### config.mk
export PLATFORM = sky130hd
export DESIGN_NAME = seg_scan_ctrl
export DESIGN_NICKNAME = d
export VERILOG_FILES = /design/src/rtl/seg_scan_ctrl.sv
export SDC_FILE = /design/constraint.sdc
export NUM_CORES = 1
export LEC_CHECK = 0
export ABC_AREA = 1
export ABC_CLOCK_PERIOD_IN_PS = 2400
export CAP_MARGIN = 20
export CORE_AREA = 3 3 135 137
export CTS_CLUSTER_SIZE = 30
export DETAILED_ROUTE_END_ITERATION = 16
export DIE_AREA = 0 0 138 140
export GPL_ROUTABILITY_DRIVEN = 0
export PLACE_DENSITY_LB_ADDON = 0.08
export SETUP_SLACK_MARGIN = 0.15
export SLEW_MARGIN = 20
export SYNTH_ARGS = -nofsm -noshare
export SYNTH_HDL_FRONTEND = slang
export SYNTH_SLANG_ARGS = --single-unit
### constraint.sdc
create_clock -name clk -period 2.4 [get_ports clk]
set_input_delay 0.24 -clock clk [delete_from_list [all_inputs] [get_ports clk]]
set_output_delay 0.24 -clock clk [all_outputs]
set_load 0.005 [all_outputs]
### src/rtl/seg_scan_ctrl.sv
// Scan controller for the 8-digit common-anode seven-segment display: prescaled digit scan,
// frame-synchronous double-buffered updates. Define SEG_SCAN_LZ_BLANK_EN for leading-zero suppression.

module decoder3to8 (
  input  logic [2:0] a,
  output logic [7:0] y
);
  assign y = ~(8'b0000_0001 << a);
endmodule

module seg_scan_ctrl #(
  parameter int DIV   = 100000,
  parameter int BLANK = 2
) (
  input  logic        clk,
  input  logic        rst,
  input  logic [31:0] data,
  input  logic [7:0]  digit_en,
  input  logic [7:0]  dp,
  input  logic        upd_req,
  output logic        upd_ack,
  output logic [2:0]  num,
  output logic [7:0]  sel,
  output logic [7:0]  seg,
  output logic        frame_done
);

  localparam int CW = (DIV > 1) ? $clog2(DIV) : 1;
  localparam logic [CW-1:0] LAST = CW'(DIV - 1);

  function automatic logic [6:0] hex7(input logic [3:0] n);
    logic [6:0] s;
    case (n)
      4'h0: s = 7'h40;
      4'h1: s = 7'h79;
      4'h2: s = 7'h24;
      4'h3: s = 7'h30;
      4'h4: s = 7'h19;
      4'h5: s = 7'h12;
      4'h6: s = 7'h02;
      4'h7: s = 7'h78;
      4'h8: s = 7'h00;
      4'h9: s = 7'h10;
      4'hA: s = 7'h08;
      4'hB: s = 7'h03;
      4'hC: s = 7'h46;
      4'hD: s = 7'h21;
      4'hE: s = 7'h06;
      default: s = 7'h0E;
    endcase
    return s;
  endfunction

  logic [CW-1:0] div_cnt;
  logic [2:0]    idx;
  logic          tick;
  logic          boundary;

  // shadow (_p0, valid = pending) and active (_p1) display contents
  logic [31:0] data_p0, data_p1;
  logic [7:0]  en_p0, en_p1;
  logic [7:0]  dp_p0, dp_p1;
  logic        vld_p0;

  assign tick     = (div_cnt == LAST);
  assign boundary = tick && (idx == 3'd7);

  always_ff @(posedge clk) begin
    if (rst) begin
      div_cnt    <= '0;
      idx        <= '0;
      frame_done <= 1'b0;
      upd_ack    <= 1'b0;
      vld_p0     <= 1'b0;
      data_p1    <= '0;
      en_p1      <= '0;
      dp_p1      <= '0;
    end else begin
      div_cnt    <= tick ? '0 : div_cnt + 1'b1;
      if (tick) idx <= idx + 3'd1;
      frame_done <= boundary;
      upd_ack    <= boundary && (upd_req || vld_p0);
      if (boundary) begin
        vld_p0 <= 1'b0;
        // a request landing on the boundary itself skips the shadow
        if (upd_req) begin
          data_p1 <= data;
          en_p1   <= digit_en;
          dp_p1   <= dp;
        end else if (vld_p0) begin
          data_p1 <= data_p0;
          en_p1   <= en_p0;
          dp_p1   <= dp_p0;
        end
      end else if (upd_req) begin
        vld_p0 <= 1'b1;
      end
    end
  end

  always_ff @(posedge clk) begin
    if (upd_req && !boundary) begin
      data_p0 <= data;
      en_p0   <= digit_en;
      dp_p0   <= dp;
    end
  end

  // output decode from registered state, no added latency
  logic [3:0] nib;
  logic [7:0] dec_sel;
  logic       in_blank;
  logic       lz_sup;
  logic       blank;

  decoder3to8 u_dec (
    .a (idx),
    .y (dec_sel)
  );

  assign nib = data_p1[{idx, 2'b00} +: 4];

  if (BLANK == 0) begin : g_noblank
    assign in_blank = 1'b0;
  end else begin : g_blank
    assign in_blank = (div_cnt < CW'(BLANK));
  end

`ifdef SEG_SCAN_LZ_BLANK_EN
  logic [7:0] lz_mask;
  logic       lz_seen;

  // digit i is suppressed while every nibble from 7 down to i is zero; digit 0 always shows
  always_comb begin
    lz_mask = 8'h00;
    lz_seen = 1'b0;
    for (int i = 7; i >= 1; i--) begin
      lz_seen    = lz_seen | (data_p1[4*i +: 4] != 4'h0);
      lz_mask[i] = ~lz_seen;
    end
  end

  assign lz_sup = lz_mask[idx];
`else
  assign lz_sup = 1'b0;
`endif

  assign blank = in_blank || !en_p1[idx] || lz_sup;
  assign sel   = blank ? 8'hFF : dec_sel;
  assign seg   = blank ? 8'hFF : {~dp_p1[idx], hex7(nib)};
  assign num   = idx;

endmodule

# == Word-level counts from Yosys, hierarchy flattened ==
# Memory sizes are Yosys's and may differ from the RTL's.
# Cells that the tools add are included.
# op_classes
add_sub_neg,2
order_cmp,2
n_bitwise,2
n_mux,12
eq_ne,2
n_shift,2
n_reduce_logical,11
# ops
operator,n
32-bit two-way mux,2
8-bit two-way mux,6
32-bit by 6-bit variable part select with 4-bit output,1
17-bit by 1-bit adder with 17-bit output (second input constant),1
17-bit == test (second input constant),1
17-bit by 2-bit less-than comparator with 1-bit output (second input constant),1
8-bit NOT,1
1-bit by 3-bit left shift with 8-bit output (first input constant),1
1-bit binary-select mux with 3-bit select,2
3-bit by 4-bit less-than comparator with 1-bit output (second input constant),1
2-bit OR reduction,2
3-bit by 1-bit adder with 3-bit output (second input constant),1
3-bit == test (second input constant),1
1-bit logical AND,3
1-bit logical NOT,2
1-bit logical OR,2
1-bit two-way mux,2
2-bit AND reduction,1
2-bit nonzero test,1
1-bit NOT,1
# word_totals
word_cells,45
memories,1
rom_bits,112
in_bits,51
out_inout_bits,21
ff_bits,119
# mem_list
memory,depth,word_bits,read_ports,rd_ports_with_merged_regs,write_ports,line,source
(no name shown),16,7,1,0,0,33,case (n)

# == Logic depth before layout (Yosys ltp) ==
# Gate-level depths: netlist of run 1.
# logic_depth
ltp_word,5
mapped_depth,15
depth_no_buf,13

# == Hierarchy ==
# Synthesis of run 1 repeated with hierarchy kept, for this count alone.
# unflattened
cells_unflattened,733
hier_area_um2,5900.7
# modules_own_cells
module,instances,seq_area_each_um2,area_each_um2,cells_per_inst
seg_scan_ctrl,1,2862.7,5848.1,721
decoder3to8,1,0.0,52.6,12

# == Least setup slack after synthesis of run 1 ==
# OpenSTA, ideal clock, no wires.
# synth_timing
kind,register -> register
startpoint,register div_cnt[0]
endpoint,"register data_p0[0], enable pin"
stages_incl_launch_ff,9
n_path_buf,0
required_time_ns,1.998
arrival_ns,1.885
period_less_slack_ns,2.287
setup_time_ns,0.402
slack_ns,0.113
path_cell_list,dfxtp_1 -> ha_1 -> nand2_1 -> nor2_4 -> inv_2 -> nor2_4 -> nand3_1 -> nand2_1 -> inv_1
# synth_between
elab_chain_cells,4
# synth_lines
item,line,source
from (decl),54,logic [CW-1:0] div_cnt;
from (signal assigned),79,div_cnt <= tick ? '0 : div_cnt + 1'b1;
17-bit == test,65,assign tick = (div_cnt == LAST);
1-bit logical AND,66,assign boundary = tick && (idx == 3'd7);
1-bit logical NOT,102,if (upd_req && !boundary) begin
1-bit logical AND,102,
to (signal assigned),103,data_p0 <= data;
to (decl),60,"logic [31:0] data_p0, data_p1;"
# No other way between the ends.
# A chain may end at the register's enable or synchronous reset.

# == Worst setup path in the final report of run 1 ==
# layout_timing
startpoint,"register idx[0], in the netlist num[0]"
endpoint,output seg[5]
# layout_between
elab_chain_cells,5
word_cells_on_any_way,7
cone_classes,shift (1); mux (3); reduce/logical (2); memory (1)
# layout_lines
item,line,source
from (decl),55,logic [2:0] idx;
from (signal assigned),80,if (tick) idx <= idx + 3'd1;
"parallel branches: the longest is 4 deep, another holds memory 16 x 7 bit",n/a,
8-bit two-way mux (*),150,"assign seg = blank ? 8'hFF : {~dp_p1[idx], hex7(nib)};"
to (decl),24,"output logic [7:0] seg,"
# Mark *: on every way between the ends. The select of a mux whose other input is x is not followed.

==> results of run 1 <==
==> how the worst max path moves through the flow <==
stage,cells after the start,to,slack [ns]
final,14,seg[5],0.05
after global routing,14,seg[5],-0.08
after CTS,13,seg[1],-0.01
after detailed placement,13,seg[5],-0.02
after global placement,13,seg[3],0.07
after floorplan,8,data_p0[0],0.25
==> routing by layer <==
metal  vias to the layer above  part of all wire
li1                       2531                 -
met2                        91              0.47
met5                         -                 0
met3                        22             0.044
met1                      2311              0.47
met4                         0             0.019
==> sequential cells by signal, indices dropped and copies added (netlist names), 3 cells and up <==
name     cells
num          3
data_p0     32
div_cnt     17
data_p1     32
dp_p1        8
en_p1        8
en_p0        8
dp_p0        8
==> power groups by stage <==
stage / sequential [mW] / combinational [mW] / clock (mW)
after global routing: 2.18 / 0.280 / 2.61
after detailed placement: 2.22 / 0.254 / 0
after CTS: 2.17 / 0.257 / 2.53
after floorplan: 2.21 / 0.127 / 0
final: 2.17 / 0.254 / 2.46
after global placement: 2.22 / 0.252 / 0
==> cell type report <==
class / count / area [sq um]
clock buffer: 19 / 443
timing repair buffer: 115 / 1080
timing repair inverter: 1 / 6.26
sequential: 119 / 2870
clock inverter: 13 / 131
multi-input combinational: 500 / 2890
tap: 225 / 282
fill: 1696 / 9140
inverter: 82 / 334
==> stage by stage <==
step	total power, mW	setup slack (ns)
floorplan	2.34	0.252
global placement	2.47	0.0729
detailed placement	2.47	-0.0165
CTS	4.95	-0.0130
global route	5.07	-0.0797
finish	4.88	0.0456
==> repair_timing <==
action / in CTS / in global routing
setup buffers: 15 / 2
resized for setup: 121 / 55
cloned: 1 / 0
hold endpoints to repair: 0 / 0
pin swaps: 20 / 21
endpoints found under the setup margin: 16 / 44
==> cells by family (layout without fill, tap and decap cells) <==
group,Yosys count,count (layout),share of synthesized area
compound gates,29,29,0.0249
fa+ha+maj,13,13,0.0274
xor+xnor,6,6,0.00885
mux,48,48,0.0910
simple gates,404,404,0.282
buf+inv,113,230,0.0838
flops,119,119,0.482
==> tightest hold or removal path: stages <==
cell and delay, ns:
buf_2 0.22, nor2_1 0.19, nor3_1 0.09
==> cells in the final DEF (no fill, tap or decap), drive strengths merged <==
| master | instances |
|---|---|
| nand2 | 195 |
| nor2 | 133 |
| inv | 80 |
| dfxtp | 71 |
| nand3 | 61 |
| buf | 61 |
| clkdlybuf4s50 | 54 |
| mux2 | 48 |
| edfxtp | 48 |
| clkbuf | 19 |
| a21oi | 15 |
| o21ai | 13 |
| ha | 13 |
| clkinv | 9 |
| nand4 | 7 |
| nor3 | 6 |
| clkinvlp | 5 |
| xor2 | 5 |
| bufinv | 2 |
| nand3b | 1 |
| o21a | 1 |
| xnor2 | 1 |
| nor3b | 1 |
==> results.yml, run 1 <==
clocking:
  clk_pin_slew_ns: 0.05
  cts_buffers: 17
  cts_tree: "built"
  cts_root_buffer: "clkbuf_16"
  cts_num_sinks: 119
  cts_hold_buf: 0
  clk_latency_ns: 0.42
  cts_buffer_depth: 2
  cts_max_level: 4
logic_synthesis:
  synth_cell_types: 30
  synth_seq_cells: 119
  synth_area_leaders: "edfxtp_1, dfxtp_1, nand2_1"
  syn-cell-area_sq_um: 5940
  ys_seq_area_frac: 0.482
  synthFlopType: "dfxtp_1"
  ys_async_sr_fraction: 0
  synth_top_cell_area_share: 0.243
  yosysWarnings: 0
  synth.avg_cell_area_sq_um: 8.12
  netlist_instances: 732
  synth_most_common_cell: "nand2_1"
  synth_common_cells: "nand2_1, nor2_1, inv_1, dfxtp_1, nand3_1"
  synth_area_leader_cell: "edfxtp_1"
  synth-edff-count: 48
  syn_nets: 796
placement:
  io_buffers: 71
  placed_cells: 1024
  dp_hpwl_mm: 9.79
  place_area_sq_um: 6980
critical_path:
  path_cells: "buf_6, nand2_4, nand3_2, nand3_2, o21ai_2, buf_6, buf_6, inv_8, ha_4, nand3_2, nand2_1, nand2_1, nand3_1, buf_2"
  crit_buf_inv: 5
  crit_start: "num[0]"
  cpMaxStageDelayCell: "dfxtp_4"
  r2r-end: "data_p0[9]"
  cp.arrival_ns: 2.11
  required_ns: 2.16
  path_class: "reg -> out"
  cp_slowest_stage_delay_ns: 0.44
  crit_fanout: 7
  path_delay_family: "buffers and inverters"
  rrSetupSlack_ns: 0.27
  rr_startpoint: "num[0]"
  start_kind: "register"
  cp-end-kind: "primary output"
  r2r_cells: 8
floorplanning:
  ioPinCount: 72
  die_w_microns: 138
  initial_core_util: 0.346
  fp.dieH_microns: 140
  core-area_sq_um: 17200
  fp.dieArea_sq_um: 19300
  rows: 48
finish:
  utilization: 0.468
  fin_area_sq_um: 8040
  layout-drive-gt1-share: 0.251
  area_delta_synth_final_pct: 35.3
  antenna_cells: 0
  nNetsFinal: 900
  fin_cells: 1074
worst_hold_path:
  min-delay-start: "upd_req"
  hold_path_end: "upd_ack"
  hold_class: "in -> reg"
  hold_depth: 3
power:
  clockPowerShare: 0.503
  p_seq_frac: 0.445
  power_frac_comb: 0.052
  switchingPower_mw: 1.04
  power.internal_mw: 3.84
  p_per_area_nw_per_um2: 607
  leakagePower_nw: 3.46
  ir_drop_v: 0.000490
  switching_share: 0.212
run:
  max_cap_viol_count: 0
timing:
  post-route-min-period_ns: 2.35
  setup_viol: 0
  finalHoldViolCount: 0
  fin_setup_tns_ns: 0
  fmax_mhz: 425
  hold-worst-slack_ns: 0.386
  rsz0062_at_grt: "true"
  slew_headroom: 0.598
  worstMarginPinSlew_ns: 0.598
  fin_crit_sh: 0.981
  timing.final.max_slew_violations: 0
  fin_worst_skew_ns: 0.00652
grt:
  grt_use_met3: 0.0420
  grt_use_met1: 0.195
  track_usage: 0.155
  antenna_found_initial: 0
  grt_pass1_wl_mm: 24.5
  grt.busiest_layer: "met2"
  grt.overflow.total: 0
  gr-usage-met2: 0.253
  grt_max_degree: 70
  grt_pass1_vias: 5034
detailed_routing:
  dr.pass1.iters: 4
  avgViaCountPerCell: 4.61
  remaining_drc_errors: 0
  drt_iter0_markers: 248
  routed_wl_mm: 14.5
  wire_per_inst_microns: 13.5
  antenna_left: 0
  dr_total_vias: 4955
status:
  status: "finished clean"
Power figures use the tool's default switching activity.
==> run 2, diff against run 1 <==
--- a/config.mk
+++ b/config.mk
@@ -9,6 +9,7 @@
 export ABC_CLOCK_PERIOD_IN_PS = 2400
 export CAP_MARGIN = 20
 export CORE_AREA = 3 3 135 137
+export CTS_BUF_LIST = sky130_fd_sc_hd__clkbuf_2
 export CTS_CLUSTER_SIZE = 30
 export DETAILED_ROUTE_END_ITERATION = 16
 export DIE_AREA = 0 0 138 140
==> run 2 against run 1 <==
The run now ends with negative setup slack left. First-iteration DRC count rose by 16%. Fmax down 11%. Cell count up 0.65%. Design area decreased by 4.2%. Sequential power is essentially flat. Wire length decreased by 0.59%. Total power shrank 25%. Clock power is 49% lower. Critical path type unchanged. Highest routed layer unchanged.
==> results.yml, run 2 (synthesis gave the netlist of run 1 again) <==
status:
  status: "finished, violations left"
  violations: "negative setup slack"
timing:
  hold-worst-slack_ns: 0.0969
  fmax_mhz: 379
  fin_crit_sh: 1.10
  timing.final.max_slew_violations: 0
  rsz0062_at_grt: "true"
  post-route-min-period_ns: 2.64
  fin_setup_tns_ns: -2.55
  fin_worst_skew_ns: 0.0386
  worstMarginPinSlew_ns: 0.593
  fin_ws_ns: -0.241
  finalHoldViolCount: 0
  setup_viol: 16
  slew_headroom: 0.602
detailed_routing:
  antenna_left: 0
  dr.pass1.iters: 5
  routed_wl_mm: 14.4
  avgViaCountPerCell: 4.58
  wire_per_inst_microns: 13.3
  drt_iter0_markers: 287
  remaining_drc_errors: 0
  dr_total_vias: 4953
critical_path:
  required_ns: 2.16
  cp-end-kind: "primary output"
  cp_slowest_stage_delay_ns: 0.44
  cpMaxStageDelayCell: "dfxtp_4"
  crit_fanout: 6
  path_class: "reg -> out"
  path_cells: "buf_6, nand2_2, nand3_2, nand3_2, o21ai_2, buf_6, buf_6, ha_4, nand3_4, nor2_1, nor2_1, nand2_1, buf_2"
  critPathMostFrequentCell: "buf_6"
  start_kind: "register"
  cp.arrival_ns: 2.40
floorplanning:
  fp.dieArea_sq_um: 19300
  core-area_sq_um: 17200
  die_w_microns: 138
  initial_core_util: 0.346
  ioPinCount: 72
  rows: 48
  fp.dieH_microns: 140
grt:
  track_usage: 0.152
  grt.overflow.total: 0
  grt_max_degree: 70
  grt_use_met1: 0.194
  antenna_found_initial: 1
  grt_use_met3: 0.0427
  grt.busiest_layer: "met2"
  grt_pass1_wl_mm: 24.2
  gr-usage-met2: 0.249
  grt_pass1_vias: 4998
finish:
  final_common_cell: "nand2_1"
  utilization: 0.448
  area_delta_synth_final_pct: 29.7
  final_cell_mix: "nand2_1, nor2_1, inv_1, dfxtp_1, clkdlybuf4s50_1"
  nNetsFinal: 906
  fin_area_sq_um: 7700
  layout-drive-gt1-share: 0.254
  multi_input_area_sq_um: 2860
  largestRegisters: "data_p0 (32), data_p1 (32), div_cnt (17)"
  fillers: 1741
  ff_latch_area_sq_um: 2870
run:
  max_cap_viol_count: 0
clocking:
  cts_tree: "built"
  cts_buffers: 17
  cts_buffer_depth: 2
  cts_num_sinks: 119
  cts_max_level: 4
  clk_latency_ns: 0.69
  clk_pin_slew_ns: 0.19
  cts_root_buffer: "clkbuf_2"
power:
  power_mw: 3.68
  p_per_area_nw_per_um2: 477
  ir_drop_v: 0.000552
  leakagePower_nw: 3.35
placement:
  dp_hpwl_mm: 9.79
  io_buffers: 71
  place_area_sq_um: 6980
worst_hold_path:
  hold_class: "in -> reg"
[run 2: cell types whose count changed in the layout (fill, tap and decap cells not counted), moves of 3 or more]
cell,before,now
nand3_2,12,19
nand2_2,17,12
nand3_1,44,39
nand2_1,172,177
buf_6,14,19
clkbuf_2,0,20
clkbuf_16,17,0
inv_2,8,5
[run 2: cell type report]
cell class,instances,area share
Multi-Input combinational cell,500,0.371
Antenna cell,1,0.000325
Timing Repair Buffer,121,0.146
Sequential cell,119,0.373
Clock buffer,18,0.0117
Timing Repair inverter,1,0.000812
Clock inverter,14,0.0175
Tap cell,225,0.0365
Inverter,82,0.0432
[run 2: layer usage]
layer | wire, microns | vias to the layer above | share of wire
met3 | 628 | 17 | 0.044
met1 | 6710 | 2298 | 0.47
met4 | 250 | 0 | 0.017
met2 | 6780 | 92 | 0.47
met5 | 0 | - | 0
li1 | - | 2546 | -
[run 2: worst paths after layout]
| kind | startpoint | end | slack [ns] | depth (start not counted) |
|---|---|---|---|---|
| worst max-delay path | num[0] | seg[1] | -0.24 | 13 |
| worst min-delay path | upd_req | upd_ack | 0.1 | 3 |
| worst max register to register | num[0] | en_p0[0] | 0.27 | 9 |
| worst min register to register | div_cnt[0] | div_cnt[0] | 0.46 | 1 |
[run 2: repair_timing]
action,in CTS,in global routing
resized for setup,130,40
pin swaps,25,13
setup buffers,15,7
gates cloned,0,1
hold endpoints to repair,0,1
hold buffers,0,1
endpoints found under the setup margin,17,32
[run 2: per-stage QoR]
stage | worst slack [ns] | std cells
global route | -0.450 | 1081
CTS | -0.336 | 1071
global placement | 0.0729 | 1024
finish | -0.241 | 1081
detailed placement | -0.0165 | 1024
floorplan | 0.252 | 732
[run 2: worst max-delay path, delay by kind of cell (launching register included)]
kind / cells / cell delay, ns
compound gates: 1 / 0.06
flops: 1 / 0.44
buf+inv: 4 / 0.51
simple gates: 7 / 0.47
fa+ha+maj: 1 / 0.26
[run 2: power breakdown]
group | internal [mW] | leakage [nW] | switching, mW
combinational | 0.147 | 2.17 | 0.108
sequential | 2.16 | 1.04 | 0.0135
clock | 0.467 | 0.131 | 0.785
total | 2.77 | 3.35 | 0.906
==> run 3, diff against run 2 <==
--- a/config.mk
+++ b/config.mk
@@ -6,7 +6,7 @@
 export NUM_CORES = 1
 export LEC_CHECK = 0
 export ABC_AREA = 1
-export ABC_CLOCK_PERIOD_IN_PS = 2400
+export ABC_CLOCK_PERIOD_IN_PS = 2300
 export CAP_MARGIN = 20
 export CORE_AREA = 3 3 135 137
 export CTS_BUF_LIST = sky130_fd_sc_hd__clkbuf_2
==> constraint.sdc (replaced) <==
create_clock -name clk -period 2.3 [get_ports clk]
set_input_delay 0.23 -clock clk [delete_from_list [all_inputs] [get_ports clk]]
set_output_delay 0.23 -clock clk [all_outputs]
set_load 0.005 [all_outputs]
==> run 3 against run 2 <==
Critical path depth unchanged. Non-clock buffer count increased by 23. First-iteration DRC count decreased by 17%. Die area unchanged. Combinational power increased by 25%. Clock skew decreased by 0.018 ns. Sequential power increased by 4%. Sequential share of layout area decreased by 2.1 points. Utilization increased by 2.6 points. The run still ends with negative setup slack left. Hold slack improved by 0.019 ns. Total power increased by 5.8%.
==> results.yml, run 3 (synthesis gave the netlist of run 1 again) <==
critical_path:
  required_ns: 2.07
  critPathMostFrequentCell: "nand2_1"
  start_kind: "register"
  path_cells: "buf_6, nand2_2, nand3_2, nand2_1, nand2_1, nand2_2, buf_6, ha_4, inv_4, nand2_1, nand3_1, nand3_1, buf_2"
  rrSetupSlack_ns: 0.22
  crit_fanout: 6
  cpMaxStageDelayCell: "dfxtp_4"
  path_class: "reg -> out"
  cp.arrival_ns: 2.37
  cp_slowest_stage_delay_ns: 0.44
  cp-end-kind: "primary output"
grt:
  antenna_found_initial: 1
  grt_pass1_vias: 4951
  grt.overflow.total: 0
  grt_pass1_wl_mm: 24.2
  grt_max_degree: 70
  track_usage: 0.154
detailed_routing:
  avgViaCountPerCell: 4.57
  wire_per_inst_microns: 13.9
  dr.pass1.iters: 4
  remaining_drc_errors: 0
  routed_wl_mm: 15.3
  dr_total_vias: 5047
  drt_iter0_markers: 239
  antenna_left: 0
floorplanning:
  fp.dieH_microns: 140
  die_w_microns: 138
  ioPinCount: 72
  core-area_sq_um: 17200
  initial_core_util: 0.346
  fp.dieArea_sq_um: 19300
  rows: 48
finish:
  fillers: 1709
  multi_input_area_sq_um: 3000
  ff_latch_area_sq_um: 2870
  final_common_cell: "nand2_1"
  largestRegisters: "data_p0 (32), data_p1 (32), div_cnt (17)"
  final_cell_mix: "nand2_1, nor2_1, dfxtp_1"
  utilization: 0.475
  area_delta_synth_final_pct: 37.3
  nNetsFinal: 929
  layout-drive-gt1-share: 0.293
timing:
  fmax_mhz: 385
  worstMarginPinSlew_ns: 0.571
  rsz0062_at_grt: "true"
  fin_crit_sh: 1.13
  fin_worst_skew_ns: 0.0202
  timing.final.max_slew_violations: 0
  slew_headroom: 0.616
  hold-worst-slack_ns: 0.116
  setup_viol: 16
  fin_ws_ns: -0.296
  finalHoldViolCount: 0
  post-route-min-period_ns: 2.60
placement:
  io_buffers: 71
  dp_hpwl_mm: 10.0
power:
  switching_share: 0.248
  clockPowerShare: 0.336
  p_per_area_nw_per_um2: 477
  power.internal_mw: 2.93
  switchingPower_uw: 964
  power_frac_comb: 0.082
  ir_drop_v: 0.000306
  leakagePower_nw: 3.49
  p_seq_frac: 0.582
clocking:
  clk_pin_slew_ns: 0.19
  cts_buffer_depth: 2
  cts_num_sinks: 119
  cts_tree: "built"
  cts_buffers: 17
  cts_root_buffer: "clkbuf_2"
  cts_max_level: 4
  clk_latency_ns: 0.67
status:
  violations: "negative setup slack"
  status: "finished, violations left"
run:
  max_cap_viol_count: 0
worst_hold_path:
  hold_class: "in -> reg"
run 3: cell types whose count changed in the layout (fill, tap and decap cells not counted), sizes merged:
cell / delta
dlygate4sd3: +6
nand2: +1
inv: +1
buf: +16
clkbuf: +1
clkinvlp: -1
diode: +1
clkinv: -1
run 3: through the flow:
| step | cells | cell area [sq um] | TNS, ns | setup WS [ns] | power [mW] |
|---|---|---|---|---|---|
| after floorplan | 732 | 5940 | 0 | 0.152 | 2.44 |
| after CTS | 1084 | 7640 | -4.45 | -0.372 | 3.94 |
| after detailed placement | 1031 | 7030 | -0.295 | -0.0782 | 2.58 |
| final | 1105 | 8150 | -2.95 | -0.296 | 3.89 |
| after global placement | 1031 | 7030 | -0.0525 | -0.0210 | 2.58 |
| after global routing | 1105 | 8150 | -6.45 | -0.505 | 4.10 |
run 3: repair_timing:
| item | 4_1_cts | 5_1_grt |
|---|---|---|
| setup buffers | 19 | 9 |
| cloned | 2 | 3 |
| hold buffers | 0 | 7 |
| pin swaps | 21 | 37 |
| endpoints found under the setup margin | 19 | 63 |
| hold endpoints to repair | 0 | 7 |
| resized for setup | 137 | 76 |
run 3: final timing paths:
kind                                  start         end  cells past startpoint
worst max-delay path                 num[0]      seg[0]                     13
worst min-delay path            digit_en[7]    en_p0[7]                      1
worst max register to register       num[0]    dp_p0[6]                     11
worst min register to register   div_cnt[0]  div_cnt[0]                      1
run 3: layer usage:
metal	track usage	wire length (microns)	up-vias
li1	-	-	2605
met1	0.197	7260	2321
met2	0.244	7140	98
met3	0.0451	588	23
met4	0.0629	352	0
met5	0	0	-
run 3: worst max-delay path: cells and delay by family, from the launching register on:
family	cells	cell delay, ns
buffers and inverters	4	0.48
adders and majority gates	1	0.17
and+or+nand+nor	8	0.61
DFF	1	0.44
run 3: cell type report:
type	instances	share of cell area
inverter	82	0.0404
clock buffer	18	0.0110
sequential	119	0.352
timing repair buffer	144	0.178
antenna	2	0.000614
clock inverter	14	0.0164
tap	225	0.0345
multi-input combinational	501	0.367
run 3: power by group through the flow:
| stage | registers (mW) | logic, mW | clock network (mW) |
|---|---|---|---|
| 6_report | 2.26 | 0.319 | 1.31 |
| 4_1_cts | 2.27 | 0.295 | 1.37 |
| 5_1_grt | 2.27 | 0.345 | 1.48 |
| 3_3_place_gp | 2.31 | 0.266 | 0 |
| 3_5_place_dp | 2.31 | 0.268 | 0 |
| 2_1_floorplan | 2.31 | 0.132 | 0 |
